<file path="config.mk">
export PLATFORM = sky130hd
export DESIGN_NAME = toggle_event_decoder
export DESIGN_NICKNAME = d
export VERILOG_FILES = /design/src/rtl/toggle_event_decoder_pkg.sv /design/src/rtl/toggle_event_decoder_sync.sv /design/src/rtl/toggle_event_decoder.sv
export SDC_FILE = /design/constraint.sdc
export NUM_CORES = 1
export LEC_CHECK = 0
export ABC_CLOCK_PERIOD_IN_PS = 3000
export CORE_UTILIZATION = 44
export CTS_CLUSTER_SIZE = 10
export DETAILED_ROUTE_END_ITERATION = 10
export PLACE_DENSITY = 0.64
export SLEW_MARGIN = 20
export SYNTH_ARGS = -nofsm -noshare
export SYNTH_HDL_FRONTEND = slang
export SYNTH_HIERARCHICAL = 1
export SYNTH_SLANG_ARGS = --single-unit
</file>
<file path="constraint.sdc">
create_clock -name clk -period 3 [get_ports clk]
set_input_delay 0.45 -clock clk [delete_from_list [all_inputs] [get_ports clk]]
set_output_delay 0.45 -clock clk [all_outputs]
set_load 0.1 [all_outputs]
</file>
<file path="src/rtl/toggle_event_decoder_pkg.sv">
// Shared types and defaults for the toggle-encoded event receiver.
// State encoding is visible on the state output, so it is fixed here.
package toggle_event_decoder_pkg;

  typedef enum logic [1:0] {
    ST_INIT = 2'b00,
    ST_IDLE = 2'b01,
    ST_RUN  = 2'b10,
    ST_TOUT = 2'b11
  } state_e;

  localparam int unsigned DEF_SYNC_STAGES = 2;
  localparam int unsigned DEF_CNT_W       = 8;
  localparam int unsigned DEF_PER_W       = 8;
  localparam int unsigned DEF_TIMEOUT     = 16;

endpackage

</file>
<file path="src/rtl/toggle_event_decoder_sync.sv">
// Multi-flop level synchroniser for a single asynchronous input bit.
// Reusable for any slow level crossing into the clk domain.
module bit_synchronizer #(
  parameter int unsigned STAGES = 2
) (
  input  logic clk_i,
  input  logic rst_i,
  input  logic d_i,
  output logic q_o
);

  logic [STAGES-1:0] sync_q;

  always_ff @(posedge clk_i or posedge rst_i) begin
    if (rst_i) begin
      sync_q <= '0;
    end else begin
      sync_q <= {sync_q[STAGES-2:0], d_i};
    end
  end

  assign q_o = sync_q[STAGES-1];

endmodule

</file>
<file path="src/rtl/toggle_event_decoder.sv">
// Receive side of a toggle-encoded event link: sync, edge decode,
// event counting, inter-event period and inactivity timeout.
module toggle_event_decoder
  import toggle_event_decoder_pkg::*;
#(
  parameter int unsigned SYNC_STAGES = DEF_SYNC_STAGES,
  parameter int unsigned CNT_W       = DEF_CNT_W,
  parameter int unsigned PER_W       = DEF_PER_W,
  parameter int unsigned TIMEOUT     = DEF_TIMEOUT
) (
  input  logic             clk,
  input  logic             rst,
  input  logic             t_in,
  input  logic             clr,
  output logic             ev_pulse,
  output logic             ev_level,
  output logic [CNT_W-1:0] ev_count,
  output logic             ev_ovf,
  output logic [PER_W-1:0] period,
  output logic             period_valid,
  output logic             timeout,
  output logic [1:0]       state
);

  localparam int unsigned INIT_W = $clog2(SYNC_STAGES + 1);
  localparam logic [INIT_W-1:0] INIT_LAST = INIT_W'(SYNC_STAGES);
  localparam logic [CNT_W-1:0]  CNT_MAX   = {CNT_W{1'b1}};
  localparam logic [PER_W-1:0]  GAP_MAX   = {PER_W{1'b1}};
  localparam logic [PER_W-1:0]  GAP_TOUT  = PER_W'(TIMEOUT - 1);

  logic s_out;
  logic trans;
  logic event_d;

  logic              prev_q;
  logic              pulse_q;
  state_e            state_q, state_d;
  logic [INIT_W-1:0] init_q, init_d;
  logic [CNT_W-1:0]  cnt_q, cnt_d;
  logic              ovf_q, ovf_d;
  logic [PER_W-1:0]  per_q, per_d;
  logic              pv_q, pv_d;
  logic [PER_W-1:0]  gap_q, gap_d;
  logic [PER_W-1:0]  gap_inc;

  bit_synchronizer #(
    .STAGES (SYNC_STAGES)
  ) u_sync (
    .clk_i (clk),
    .rst_i (rst),
    .d_i   (t_in),
    .q_o   (s_out)
  );

  assign trans   = s_out ^ prev_q;
  assign event_d = trans && (state_q != ST_INIT);
  assign gap_inc = (gap_q == GAP_MAX) ? gap_q : gap_q + PER_W'(1);

  always_comb begin
    state_d = state_q;
    init_d  = init_q;
    cnt_d   = cnt_q;
    ovf_d   = ovf_q;
    per_d   = per_q;
    pv_d    = 1'b0;
    gap_d   = gap_q;

    unique case (state_q)
      ST_INIT: begin
        if (init_q == INIT_LAST) begin
          state_d = ST_IDLE;
        end else begin
          init_d = init_q + INIT_W'(1);
        end
      end
      ST_IDLE: begin
        if (event_d) begin
          state_d = ST_RUN;
          gap_d   = '0;
        end
      end
      ST_RUN: begin
        if (event_d) begin
          per_d = gap_inc;
          pv_d  = 1'b1;
          gap_d = '0;
        end else begin
          gap_d = gap_inc;
          if (gap_q == GAP_TOUT) begin
            state_d = ST_TOUT;
          end
        end
      end
      ST_TOUT: begin
        // Period across a silent gap is meaningless, so no strobe here
        if (event_d) begin
          state_d = ST_RUN;
          gap_d   = '0;
        end else begin
          gap_d = gap_inc;
        end
      end
      default: state_d = ST_INIT;
    endcase

    if (event_d) begin
      if (cnt_q == CNT_MAX) begin
        ovf_d = 1'b1;
      end else begin
        cnt_d = cnt_q + CNT_W'(1);
      end
    end

    if (clr && (state_q != ST_INIT)) begin
      state_d = ST_IDLE;
      cnt_d   = '0;
      ovf_d   = 1'b0;
      per_d   = '0;
      pv_d    = 1'b0;
      gap_d   = '0;
    end
  end

  always_ff @(posedge clk or posedge rst) begin
    if (rst) begin
      prev_q  <= 1'b0;
      pulse_q <= 1'b0;
      state_q <= ST_INIT;
      init_q  <= '0;
      cnt_q   <= '0;
      ovf_q   <= 1'b0;
      per_q   <= '0;
      pv_q    <= 1'b0;
      gap_q   <= '0;
    end else begin
      prev_q  <= s_out;
      pulse_q <= event_d;
      state_q <= state_d;
      init_q  <= init_d;
      cnt_q   <= cnt_d;
      ovf_q   <= ovf_d;
      per_q   <= per_d;
      pv_q    <= pv_d;
      gap_q   <= gap_d;
    end
  end

  assign ev_pulse     = pulse_q;
  assign ev_level     = prev_q;
  assign ev_count     = cnt_q;
  assign ev_ovf       = ovf_q;
  assign period       = per_q;
  assign period_valid = pv_q;
  assign timeout      = (state_q == ST_TOUT);
  assign state        = state_q;

endmodule

</file>
==> metrics.yaml <==
synth_edf_count: 0
ys_seq_elements: 34
wirelength_um: 3673
fin_worst_skew_ns: 0.003343
initial_core_util: 0.4659
final_common_cell: "dfrtp_1"
place.gp.congestion: 0.8270
clk_pin_slew_worst_paths_ns: 0.07
clockBufferDepth: 2
grt_max_degree: 33
setup_violations: 0
overflow: 0
cts_tree: "built"
areaGrowthSynthToFinish_pct: 17.93
cts_resized: 0
synth.distinct_cells: 51
grt_pass1_vias: 1382
synth_top_area_share: 0.4878
portBuffers: 26
fin_crit_sh: 0.6827
tightest_slew_ns: 0.5926
synth_area_per_cell_um2: 10.14
final_cell_mix: "34 x dfrtp_1, 24 x buf_4, 14 x a21oi_1, 13 x nor2_1, 10 x nand2_1"
yosysSeqAreaShare: 0.4878
rsz0062_at_grt: "false"
wire_per_inst_um: 14.93
slew-limit-headroom: 0.6023
setup_tns_ns: 0
ant_nets: 0
min_period_ns: 2.048
cp-end-kind: "flop"
grt.total_usage: 0.1965
path_max_fanout: 7
run_status: "finished clean"
fill_cells: 354
die_area_um2: 4220
drv_cap: 0
post_cts_buffers: 0
grt_pass1_wl_um: 6279
fmax_mhz: 488.3
hold_viol: 0
rows: 22
synth_fp_nets: 179
nNetsFinal: 205
dr.first_iter.drc_count: 74
layout-drive-gt1-share: 0.2121
ir_drop_mv: 0.8274
cts.hold.buffers_added: 0
dp_hpwl_um: 2642
ys_top_cells_by_area: "dfrtp_1 49%, a21oi_1 4.0%, a22o_1 3.0%, nor2_1 2.8%, ha_1 2.2%"
startpoint_type: "flop"
yosys_warnings: 6
drcViolationCount: 0
antenna_found_initial: 0
synth.largest_area_cell: "dfrtp_1"
critPathKind: "flop to flop"
cp.arrival_ns: 2.22
clock_latency_ns: 0.28
p_sw_uw: 686.6
vias: 1414
power.share.switching: 0.4542
die_w_um: 64.96
critPathRequiredTime_ns: 3.17
p_int_uw: 825.1
clock_sinks: 34
power_frac_seq: 0.397
postSynthCellCount: 172
h-tree-depth: 2
die_y_um: 64.96
power_density_nw_per_um2: 734.9
cts_root_buffer: "clkbuf_8"
num_io_pins: 27
dr.pass1.iters: 4
numCtsBuffers: 5
place_area_um2: 1978
finalMaxSlewViolations: 0
via_per_inst: 5.748
stdcell_area_um2: 2057
synthFlopType: "dfrtp_1"
clkPwrFrac: 0.207
syn_area_um2: 1744
insertedDiodeCount: 0
async_reset_ff_frac: 1.000
p_leak_nw: 0.9414
combinationalPowerShare: 0.396
hold_path.class: "input pin to asynchronous set/reset pin"
core-area_um2: 3744
[worst max-delay path, cell delays in order (launching register included)]
cell and delay, ns:
dfrtp_1 0.45, ha_1 0.36, nand4_1 0.24, nor2_2 0.32, mux2_2 0.38, a22o_1 0.19
[per-stage QoR]
stage	hold slack (ns)	power (mW)	std cells	setup WS, ns	util
floorplan	0.1912	1.078	172	0.3624	-
global placement	0.3395	1.199	239	0.9645	0.5284
detailed placement	0.3504	1.209	239	0.8837	0.5284
CTS	0.3334	1.528	246	0.9702	0.5495
global route	0.3667	1.588	246	0.8242	0.5495
finish	0.3384	1.512	246	0.9520	0.5495
[logic make-up (layout without fill, tap and decap cells)]
group           after synthesis  count (layout)  synth area share
xor+xnor                      6               6           0.03013
buf+inv                      14              40           0.03371
fa+ha+maj                     3               3           0.02152
compound gates               53              53            0.2195
mux                           5               5           0.03085
flops                        34              34            0.4878
simple gates                 57              57            0.1765
[flip-flops by register name, summed over array words and instances (netlist names)]
name           cells
ev_pulse           1
gap_q              8
ev_level           1
ev_count           8
state              2
u_sync/sync_q      2
period             8
period_valid       1
ev_ovf             1
init_q             2
[power by group through the flow]
stage               clock network [mW]  logic [mW]  registers, mW
floorplan                            0       0.256          0.822
global placement                     0       0.595          0.604
detailed placement                   0       0.601          0.607
CTS                              0.326       0.603          0.599
global route                     0.337       0.637          0.614
finish                           0.313       0.598          0.601
[area by class of cell]
cell class                      count  area (um^2)  share of cell area
Sequential cell                    34        850.8              0.4136
Tap cell                           48        60.06             0.02920
Multi-Input combinational cell    124        834.6              0.4057
Clock buffer                        5        68.82             0.03346
Inverter                            6        22.52             0.01095
Clock inverter                      2        10.01            0.004866
Timing Repair Buffer               27        210.2              0.1022
[final timing paths]
check                                      startpoint                    endpoint  slack [ns]  depth (start not counted)
max reg2reg                      gap_q[0]$_DFFE_PP0P_       period[1]$_DFFE_PP0P_        0.95                          5
min                                               rst  u_sync/sync_q[0]$_DFF_PP0_        0.34                          2
min in group clk           u_sync/sync_q[0]$_DFF_PP0_  u_sync/sync_q[1]$_DFF_PP0_        0.36                          0
min reg2reg                u_sync/sync_q[0]$_DFF_PP0_  u_sync/sync_q[1]$_DFF_PP0_        0.36                          0
max in group asynchronous                         rst     ev_count[4]$_DFFE_PP0P_        2.14                          3
max                              gap_q[0]$_DFFE_PP0P_       period[1]$_DFFE_PP0P_        0.95                          5
[routing by layer]
metal	part of all wire	global-route usage	wire, um
met5	0	0	0
met4	0.014	0.08056	52
met3	0.047	0.04049	172
met2	0.46	0.3203	1695
met1	0.48	0.2520	1753
[cell usage after synthesis (all sizes together) (2+ instances only)]
library cell	count
a2111oi	2
a211oi	4
a21o	2
a21oi	14
a22o	6
and2	2
and3	5
and4	2
buf	5
clkbuf	3
dfrtp	34
ha	3
inv	6
mux2	3
mux2i	2
nand2	10
nand3	7
nand4	2
nor2	14
nor2b	2
nor3	4
nor4	2
o21ai	8
o2bb2ai	2
o31ai	3
or3	2
xnor2	4
xor2	2
No activity file was read; power rests on OpenSTA's default activity.
